## config.mk

```make
export PLATFORM = sky130hd
export DESIGN_NAME = r22sdf_stream_ctrl
export DESIGN_NICKNAME = d
export VERILOG_FILES = /design/src/rtl/r22sdf_stream_ctrl.sv
export SDC_FILE = /design/constraint.sdc
export NUM_CORES = 1
export LEC_CHECK = 0
export ABC_AREA = 1
export CAP_MARGIN = 20
export CORE_MARGIN = 5
export CORE_UTILIZATION = 40
export DETAILED_ROUTE_END_ITERATION = 6
export PLACE_DENSITY = 0.69
export SETUP_SLACK_MARGIN = 0.15
export SYNTH_ARGS = -nofsm -noshare
export SYNTH_HDL_FRONTEND = slang
export SYNTH_SLANG_ARGS = --single-unit
```

## constraint.sdc

```tcl
create_clock -name sys_clk -period 2.6 [get_ports sys_clk]
set_input_delay 0.78 -clock sys_clk [delete_from_list [all_inputs] [get_ports sys_clk]]
set_output_delay 0.78 -clock sys_clk [all_outputs]
set_load 0.01 [all_outputs]
```

## src/rtl/r22sdf_stream_ctrl.sv

```systemverilog
// r22sdf_stream_ctrl: stream controller for an R2^2 SDF FFT pipeline (feeds, pads, drains, tags outputs)
//   sys_clk, sys_nrst (async, active-low)
//   s_valid/s_ready : upstream handshake; flush : pad current frame, drain, return to IDLE
//   fft_en : pipeline advance; zero_sel : pipeline input mux feeds zeros
//   m_valid/m_sof/m_eof/m_idx : registered output sample qualifiers (m_idx is bit-reversed order)
//   busy : controller not IDLE
module r22sdf_stream_ctrl #(
  parameter int FFT_LOG2 = 4,
  parameter int PIPE_LAT = 15
) (
  input  logic                sys_clk,
  input  logic                sys_nrst,
  input  logic                s_valid,
  output logic                s_ready,
  input  logic                flush,
  output logic                fft_en,
  output logic                zero_sel,
  output logic                m_valid,
  output logic                m_sof,
  output logic                m_eof,
  output logic [FFT_LOG2-1:0] m_idx,
  output logic                busy
);
  localparam int N  = 1 << FFT_LOG2;
  localparam int CW = $clog2(PIPE_LAT + N + 1);
  typedef enum logic [1:0] {IDLE, RUN, PAD, DRAIN} state_t;
  state_t              state;
  logic [FFT_LOG2-1:0] in_cnt, in_nxt, out_cnt, out_rev;
  logic [CW-1:0]       tcnt, dcnt, pending;
  logic                zero_ph, real_tick, emit;
  assign zero_ph   = (state == PAD) || (state == DRAIN);
  assign s_ready   = !zero_ph;
  assign zero_sel  = zero_ph;
  assign fft_en    = zero_ph || s_valid;
  assign busy      = state != IDLE;
  assign real_tick = fft_en && (state != DRAIN);
  assign in_nxt    = in_cnt + 1'b1;
  // pending is the in-flight count (pushed minus emitted); it stays bounded in endless streams
  assign emit      = fft_en && (tcnt == CW'(PIPE_LAT)) && (pending != '0);
  for (genvar i = 0; i < FFT_LOG2; i++) begin : g_rev
    assign out_rev[i] = out_cnt[FFT_LOG2-1-i];
  end
  always_ff @(posedge sys_clk or negedge sys_nrst) begin
    if (!sys_nrst) begin
      state   <= IDLE;
      in_cnt  <= '0;
      out_cnt <= '0;
      tcnt    <= '0;
      dcnt    <= '0;
      pending <= '0;
      m_valid <= 1'b0;
      m_sof   <= 1'b0;
      m_eof   <= 1'b0;
      m_idx   <= '0;
    end else begin
      m_valid <= emit;
      m_sof   <= emit && (out_cnt == '0);
      m_eof   <= emit && (out_cnt == '1);
      m_idx   <= emit ? out_rev : '0;
      out_cnt <= emit ? out_cnt + 1'b1 : out_cnt;
      in_cnt  <= real_tick ? in_nxt : in_cnt;
      tcnt    <= (fft_en && tcnt != CW'(PIPE_LAT)) ? tcnt + 1'b1 : tcnt;
      pending <= pending + CW'(real_tick) - CW'(emit);
      case (state)
        IDLE:  state <= fft_en ? RUN : IDLE;
        // a sample coinciding with flush is counted before the frame position is judged
        RUN:   state <= !flush ? RUN : (((fft_en ? in_nxt : in_cnt) == '0) ? DRAIN : PAD);
        PAD:   state <= (in_cnt == '1) ? DRAIN : PAD;
        DRAIN: begin
          dcnt <= dcnt + 1'b1;
          if (dcnt == CW'(PIPE_LAT - 1)) begin
            state   <= IDLE;
            in_cnt  <= '0;
            out_cnt <= '0;
            tcnt    <= '0;
            dcnt    <= '0;
            pending <= '0;
          end
        end
        default: state <= IDLE;
      endcase
    end
  end
endmodule

```

==> results.md, run 1 <==
* Switching power at 1090 uW
* Port bufs at 14
* Critical Path Sink Type: output pin
* Final hold vios at 0
* Pwr Total at 2660 uW
* Wire length per cell at 11.7 microns
* Setup_tns at 0 ns
* Syn nets at 214
* Least-Margin Pin Slew at 0.409 ns
* IO Pins at 15
* Initial antenna violation count at 0
* Starting Density at 0.404
* P per Cell Area at 1260 nW/um^2
* CTS tree: built
* CTS Hold Bufs at 0
* Fin util at 0.493
* RSZ-0062 raised after global routing: false
* Antenna Nets Post-Route at 0
* Clk slew on worst S/H paths at 0.07 ns
* YS warnings at 0
* Pre-antenna DRT Iters at 4
* Most common cell after layout, fill and taps aside: inv_1
* CTS buffer count at 5
* CP Class: register to output pin
* Comb power frac at 0.485
* Worst rel slew slack at 0.727
* H-tree Lvls at 2
* Clock sinks at 32
* Startpoint types: register
* Max-slew violations at 0
* First-pass GRT wire length at 5590 microns
* DRC at 0
* Unique masters post-synth at 29
* Clk_skew at 0.00517 ns
* Power share of the clock group at 0.179
* Die ar. at 5760 sq um
* Gr ovfl total at 0
* Vias per inst at 4.77
* CTS Root Cell: clkbuf_8
* Cells after Synth at 196
* Final-stage net count at 241
* P_leak at 0.00109 uW
* Ant. Diodes at 0
* Final min period at 2.33 ns
* DRT iter0 DRCs at 45
* Area delta synth->final at 21.9%
* VDD IR max at 0.701 mV
* Cell Area, Synth at 1740 sq um
* Dominant synthesized flop cell: dfrtp_1
* Share of layout cells above drive strength 1 at 0.152
* Worst Path Max Fanout at 6
* Yosys reg bits at 32
* CORE AREA at 4290 sq um
* Vias in the first global route at 1290
* Commonest cells after routing, fill and taps aside: 34 x inv_1, 32 x dfrtp_1, 31 x nand2_1
* Final setup violation count at 0
* Die X at 75.9 microns
* Min-delay worst type: register to register
* Sequential share of the synthesized area at 0.461
* # rows at 24
* Clk buf depth at 2
* Total number of vias at 1316
* Status: completed
* Syn Area/Cell at 8.85 sq um
* Fraction of registers with async set/reset at 1.00
* Number of synthesized flops with an enable pin at 0
* Final instance area at 2120 sq um
* WL final at 3220 microns
* WP data required at 1.82 ns
* Die Y at 75.9 microns
* Fmax at 429 MHz
* Int Power at 1570 uW
* Largest net degree at the start of global routing at 33
* Detail Placement HPWL at 2300 microns
* Switching power share of the total at 0.410
* Data arrival, critical path at 1.55 ns
* DP Area at 1970 sq um
* Register share of total power at 0.336
* Final Cycle Share at 0.897
* Clk_lat worst skew at 0.29 ns
* Filler cell count at 410
* Tot GR Track Use at 0.129
* Worst hold margin at 0.487 ns
* Maxcap violations at 0
* RePlAce Congestion at 0.819
[Yosys cell counts (all sizes together), types with 2 or more instances]
cell    number  area, sq um
nor2        24          113
a21oi       15         75.1
o21ai        7         50.0
a211oi       4         35.0
nand4        2         12.5
ha          13          163
nand3       12         77.6
nor3         5         25.0
inv         37          144
nand2       33          131
xor2         3         26.3
dfrtp       32          801
[routing by layer]
metal  wire, microns  track usage  vias up  share of wire
li1                -            -      685              -
met1            1450        0.158      602           0.45
met2            1560        0.208       21           0.48
met3             143       0.0501        8          0.044
met4              71       0.0427        0          0.022
met5               0            0        -              0
[worst max-delay path, cell delays in order (launching register included)]
cell	delay, ns
dfrtp_1	0.51
inv_1	0.14
nand2_1	0.08
clkdlybuf4s50_1	0.53
[final timing paths]
check,startpoint,to,slack (ns),cells after the start
min in group asynchronous,sys_nrst,m_eof$_DFF_PN0_,0.90,2
setup reg to reg,tcnt[0]$_DFF_PN0_,pending[1]$_DFF_PN0_,0.31,13
hold / removal,dcnt[4]$_DFFE_PN0P_,dcnt[4]$_DFFE_PN0P_,0.49,1
max in group asynchronous,sys_nrst,pending[0]$_DFF_PN0_,1.40,2
hold reg to reg,dcnt[4]$_DFFE_PN0P_,dcnt[4]$_DFFE_PN0P_,0.49,1
setup / recovery,register,busy,0.27,3
[cell type report]
type / instances / area, sq um / area share
Sequential cell: 32 / 801 / 0.378
Multi-Input combinational cell: 125 / 797 / 0.377
Timing Repair Buffer: 22 / 201 / 0.0952
Inverter: 37 / 144 / 0.0680
Clock buffer: 6 / 72.6 / 0.0343
Tap cell: 52 / 65.1 / 0.0308
Clock inverter: 2 / 35.0 / 0.0166
[logic make-up after synthesis]
kind of cell / count (synthesis) / share of synthesized area
AND/OR/NAND/NOR: 78 / 0.215
AO/OA/AOI/OAI: 29 / 0.104
XOR/XNOR: 4 / 0.0202
flip-flops: 32 / 0.461
adder cells (fa/ha/maj): 14 / 0.105
buffers and inverters: 39 / 0.0944
[what timing repair did]
item / in CTS / in global routing
gates cloned: 0 / 0
setup endpoints to repair: 2 / 4
setup buffers: 0 / 1
resized for setup: 3 / 5
pin swaps: 1 / 2
[per-stage QoR]
step | cells | setup slack (ns)
final | 276 | 0.268
after floorplan | 196 | 0.153
after detailed placement | 267 | -0.268
after global placement | 267 | -0.212
after global routing | 276 | 0.146
after CTS | 275 | 0.128
[sequential cells by signal, summed over array words and instances, names as in the netlist, named ones only]
| register | count |
|---|---|
| dcnt | 5 |
| pending | 5 |
| tcnt | 5 |
| in_cnt | 4 |
| m_idx | 4 |
| out_cnt | 4 |
| m_eof | 1 |
| m_sof | 1 |
| m_valid | 1 |
| state | 1 |
[power groups by stage]
stage	clock (uW)	sequential, uW	combinational [uW]
after global placement	0	892	1190
after detailed placement	0	903	1230
after global routing	511	926	1490
after floorplan	0	866	931
final	476	894	1290
after CTS	487	895	1260
Power figures use the tool's default switching activity.
==> run 2, diff against run 1 <==
--- a/config.mk
+++ b/config.mk
@@ -6,7 +6,7 @@
 export NUM_CORES = 1
 export LEC_CHECK = 0
 export ABC_AREA = 1
-export CAP_MARGIN = 20
+export CAP_MARGIN = 0
 export CORE_MARGIN = 5
 export CORE_UTILIZATION = 40
 export DETAILED_ROUTE_END_ITERATION = 6
==> results of run 2 <==
No change in the layout: final DEF, timing and power equal those of run 1.
